--- config.mk ---
export PLATFORM = sky130hd
export DESIGN_NAME = invsqrt_lut_arbiter
export DESIGN_NICKNAME = d
export VERILOG_FILES = /design/src/rtl/invsqrt_lut_arbiter.sv
export SDC_FILE = /design/constraint.sdc
export NUM_CORES = 1
export LEC_CHECK = 0
export BUFFER_PORTS_ARGS = -buffer_cell sky130_fd_sc_hd__clkbuf_2
export CAP_MARGIN = 20
export CELL_PAD_IN_SITES_DETAIL_PLACEMENT = 0
export CELL_PAD_IN_SITES_GLOBAL_PLACEMENT = 1
export CORE_MARGIN = 2
export CORE_UTILIZATION = 19
export CTS_CLUSTER_SIZE = 12
export DETAILED_ROUTE_END_ITERATION = 7
export GPL_ROUTABILITY_DRIVEN = 0
export PLACE_DENSITY_LB_ADDON = 0.12
export REMOVE_ABC_BUFFERS = 1
export SLEW_MARGIN = 5
export SYNTH_ARGS = -nofsm -noshare
export SYNTH_HDL_FRONTEND = slang
export SYNTH_SLANG_ARGS = --single-unit
--- constraint.sdc ---
create_clock -name clk -period 2.7 [get_ports clk]
set_input_delay 0.54 -clock clk [delete_from_list [all_inputs] [get_ports clk]]
set_output_delay 0.54 -clock clk [all_outputs]
set_load 0.005 [all_outputs]
--- src/rtl/invsqrt_lut_arbiter.sv ---
// Round-robin arbiter sharing one inverse-sqrt LUT among NUM_REQ requesters; responses tagged with requester id.
// Latency: grant/LUT read combinational, response LUT_LATENCY cycles later; no response backpressure. Optional perf counters: INVSQRT_ARB_PERF_EN.
module invsqrt_lut_arbiter #(
  parameter int NUM_REQ     = 4,
  parameter int ADDR_LENGTH = 12,
  parameter int DATA_WIDTH  = 32,
  parameter int LUT_LATENCY = 1
) (
  input  logic                             clk,
  input  logic                             rst,
  input  logic                             arb_en,
  input  logic [NUM_REQ-1:0]               req_valid,
  input  logic [NUM_REQ*ADDR_LENGTH-1:0]   req_addr,
  output logic [NUM_REQ-1:0]               req_ready,
  output logic                             lut_en,
  output logic [ADDR_LENGTH-1:0]           lut_addr,
  input  logic [DATA_WIDTH-1:0]            lut_data,
  output logic                             rsp_valid,
  output logic [$clog2(NUM_REQ)-1:0]       rsp_id,
  output logic [DATA_WIDTH-1:0]            rsp_data
`ifdef INVSQRT_ARB_PERF_EN
  ,
  output logic [31:0]                      perf_grant_cnt,
  output logic [NUM_REQ*16-1:0]            perf_stall_cnt
`endif
);

  localparam int ID_W = $clog2(NUM_REQ);

  logic [ID_W-1:0] ptr;
  logic [ID_W-1:0] gnt_idx;
  logic            gnt_any;

  logic [LUT_LATENCY-1:0] tag_vld;
  logic [ID_W-1:0]        tag_id [LUT_LATENCY];

  // Search upward from the pointer, wrapping; reset and arb_en both suppress the grant.
  always_comb begin
    int j;
    j         = 0;
    req_ready = '0;
    gnt_idx   = '0;
    gnt_any   = 1'b0;
    for (int k = 0; k < NUM_REQ; k++) begin
      j = int'(ptr) + k;
      if (j >= NUM_REQ) j = j - NUM_REQ;
      if (!gnt_any && req_valid[j]) begin
        gnt_any = 1'b1;
        gnt_idx = ID_W'(j);
      end
    end
    if (!arb_en || rst) gnt_any = 1'b0;
    if (gnt_any) req_ready[gnt_idx] = 1'b1;
  end

  assign lut_en   = gnt_any;
  assign lut_addr = gnt_any ? req_addr[gnt_idx*ADDR_LENGTH +: ADDR_LENGTH] : '0;

  always_ff @(posedge clk) begin
    if (rst) begin
      ptr <= '0;
    end else if (gnt_any) begin
      ptr <= (gnt_idx == ID_W'(NUM_REQ-1)) ? '0 : gnt_idx + 1'b1;
    end
  end

  always_ff @(posedge clk) begin
    if (rst) begin
      tag_vld <= '0;
      for (int k = 0; k < LUT_LATENCY; k++) tag_id[k] <= '0;
    end else begin
      tag_vld[0] <= gnt_any;
      tag_id[0]  <= gnt_idx;
      for (int k = 1; k < LUT_LATENCY; k++) begin
        tag_vld[k] <= tag_vld[k-1];
        tag_id[k]  <= tag_id[k-1];
      end
    end
  end

  // The tag tail lines up with the LUT's read data; outputs are zeroed when idle or in reset.
  assign rsp_valid = tag_vld[LUT_LATENCY-1] && !rst;
  assign rsp_id    = rsp_valid ? tag_id[LUT_LATENCY-1] : '0;
  assign rsp_data  = rsp_valid ? lut_data : '0;

`ifdef INVSQRT_ARB_PERF_EN
  always_ff @(posedge clk) begin
    if (rst) begin
      perf_grant_cnt <= '0;
      perf_stall_cnt <= '0;
    end else begin
      if (gnt_any && perf_grant_cnt != '1) perf_grant_cnt <= perf_grant_cnt + 32'd1;
      for (int i = 0; i < NUM_REQ; i++) begin
        if (req_valid[i] && !req_ready[i] && perf_stall_cnt[i*16 +: 16] != 16'hFFFF)
          perf_stall_cnt[i*16 +: 16] <= perf_stall_cnt[i*16 +: 16] + 16'd1;
      end
    end
  end
`endif

endmodule

==> metrics.md <==
| Metric | Value |
|---|---|
| Outcome | finished, final reports clean |
| Critical path required time | 2.16 ns |
| DPL Wire Length | 2.79 mm |
| Hold Crit Depth | 2 |
| Width of the die | 75.0 µm |
| Worst R2R Path Depth | 7 |
| Critical-path cell list | clkbuf_2 -> nor2b_4 -> o21ai_1 -> a21boi_4 -> buf_12 -> inv_2 -> ha_1 -> and2_1 -> clkbuf_2 |
| DR WL/cell | 9.79 µm |
| Fillers | 512 |
| Fin crit period | 2.39 ns |
| Cell mode on critical path | clkbuf_2 |
| Worst-path clk slew | 0.03 ns |
| Worst slew pin tran | 0.297 ns |
| Max Slew Vio Count | 0 |
| Syn avg cell area | 7.99 µm² |
| Row cnt | 25 |
| Core area | 4790 µm² |
| Arr. time, crit path | 1.85 ns |
| Power per cell area | 286 nW/µm² |
| Hold slack final | 0.565 ns |
| Final count of hold timing violations | 0 |
| Hold-fix buffers, CTS | 0 |
| Synthesized area | 958 µm² |
| Clock Tree Root | clkbuf_8 |
| #FFs+latches synth | 5 |
| Final worst-path cycle share | 88.6% |
| Leak Pwr | 1.03 nW |
| Slowest stage cell, crit path | buf_12 |
| Most common cell in the synthesized netlist | and2_1 |
| Total CTS buffers | 3 |
| Post-CTS Resized | 0 |
| # port buffers | 138 |
| Hold Path Class | register to register |
| First-pass GRT wire length | 4.42 mm |
| Yosys warns | 0 |
| Area contributors post-synth | mux2i_1 26%, and2_1 25%, dfxtp_1 10% |
| Area growth syn-to-layout | 84.5% |
| Boundary pin count | 139 |
| Crit path capture type | output pin |
| Achievable clock frequency | 0.418 GHz |
| Die extent in y | 75.0 µm |
| Worst VDD drop | 0.116 mV |
| Design area | 1770 µm² |
| N_diodes | 0 |
| Remaining global-route overflow | 0 |
| RSZ-0062 raised after global routing | no |
| Reg2reg end | ptr[1]$_SDFFE_PP0P_ |
| Clk_lat worst skew | 0.22 ns |
| Worst path max stage delay | 0.22 ns |
| Hold endpoint | ptr[1]$_SDFFE_PP0P_ |
| Number of library cell types mapped by synthesis | 25 |
| Router iterations before antenna repair | 4 |
| Initial antenna violation count | 0 |
| Largest net degree at the start of global routing | 28 |
| Biggest area consumer among synthesized cells | mux2i_1 |
| CTS Buffer Depth | 2 |
| Hold_sp | ptr[1]$_SDFFE_PP0P_ |
| Die footprint | 5630 µm² |
| All-Layer GR Usage | 9.94% |
| Starting DRT DRC Count | 23 |
| CTS Sinks | 5 |
| Number of max-cap violations | 0 |
| DRC Markers | 0 |
| Post-layout nets | 351 |
| EDFF count, synth | 0 |
| Finish-stage setup viols | 0 |
| Routed vias | 1337 |
| Via-per-instance ratio | 4.10 |
| Synth Flop Type | dfxtp_1 |
| Post-Synthesis Cells | 120 |
| Post-CTS setup buffers | 0 |
| Max H-tree Level | 1 |
| Crit start category | input pin |
| Ys async rst share | 0% |
| Crit path kind | input pin to output pin |
| FF-to-FF Start | ptr[0]$_SDFFE_PP0P_ |
| Crit Path Max Fanout | 27 |
| Layout cell share with drive strength beyond 1 | 59.5% |
| Fin Clk Skew | 0.000525 ns |
| Reg2reg setup slack | 1.15 ns |
| Post-DP Area | 1720 µm² |
| Routed wire length | 3.19 mm |
| DRT antenna net count | 0 |
| Synth cell count leaders | 38 x and2_1, 25 x mux2i_1, 12 x o22ai_1, 6 x nor2_1, 5 x dfxtp_1 |
| CTS tree | done |
| Initial Utilization | 20.0% |
| Yosys top cell area share | 26.1% |
| Vias in the first global route | 1069 |
| Relative slew slack | 80.2% |
| Sequential element share of the synthesized area | 10.4% |
-- cells by family (layout without fill, tap and decap cells) --
group	Yosys count	after routing	synth area share (%)
multiplexers	25	25	26.1
AND/OR/NAND/NOR	54	54	33.9
AO/OA/AOI/OAI	21	21	16.1
buffers and inverters	11	150	8.22
adder cells (fa/ha/maj)	4	4	5.22
flip-flops	5	5	10.4
-- how the worst max path moves through the flow --
stage,endpoint,cells after the start,start
3_3_place_gp,req_ready[1],9,req_valid[1]
2_1_floorplan,req_ready[1],6,req_valid[2]
6_report,req_ready[1],9,req_valid[0]
3_5_place_dp,req_ready[0],9,req_valid[0]
4_1_cts,req_ready[0],9,req_valid[0]
5_1_grt,req_ready[1],9,req_valid[2]
-- metal layers --
metal	vias up	share of wire, %	global-route usage (%)
met5	-	0	0
li1	691	-	-
met3	2	13	3.21
met4	0	0.60	2.98
met1	553	39	10.3
met2	91	47	18.9
-- report_power, final --
group          internal [W]  switching (W)  leakage [nW]
clock network      0.000101      0.0000356        0.0228
logic              0.000155       0.000125         0.970
registers         0.0000822     0.00000550        0.0413
total              0.000338       0.000166          1.03
-- layout make-up --
cell class	instances	area [µm²]	area share [%]
inverters	3	11.3	0.637
clock buffers	4	45.0	2.55
well taps	67	83.8	4.74
repair buffers	143	741	41.9
multi-input cells	104	787	44.5
flip-flops and latches	5	100	5.66
-- worst max-delay path, delay by kind of cell --
family	cells	cell delay, ns
buffers and inverters	4	0.52
AO/OA/AOI/OAI	2	0.33
AND/OR/NAND/NOR	2	0.27
adder cells (fa/ha/maj)	1	0.18
-- per-stage QoR --
stage	setup TNS, ns	util, %	instances	power (W)	setup slack (ns)
after floorplan	-1.60	-	112	0.000238	-0.144
after global placement	0	36.0	322	0.000376	0.307
after detailed placement	0	36.0	322	0.000373	0.317
after CTS	0	36.9	326	0.000515	0.290
after global routing	0	36.9	326	0.000547	0.183
final	0	36.9	326	0.000505	0.307
-- placed cells by master (no fill, tap or decap) --
cell	netlist	routed
a21boi_4	0	1
a21oi_1	2	2
and2_1	38	38
buf_12	1	1
buf_4	0	4
clkbuf_1	3	1
clkbuf_2	0	138
clkbuf_8	0	3
dfxtp_1	5	5
ha_1	4	4
inv_1	1	1
inv_2	2	2
mux2i_1	25	25
nand2_1	3	3
nand2_2	1	1
nor2_1	6	6
nor2_2	1	1
nor2b_1	3	3
nor2b_2	1	1
nor2b_4	1	1
o211a_1	1	1
o21ai_0	1	1
o21ai_1	3	3
o22ai_1	12	12
o41ai_4	1	1
-- flip-flops by register name, indices dropped and copies added (netlist names) --
register  flops
ptr           2
tag_id        2
tag_vld       1
Power figures use the tool's default switching activity.
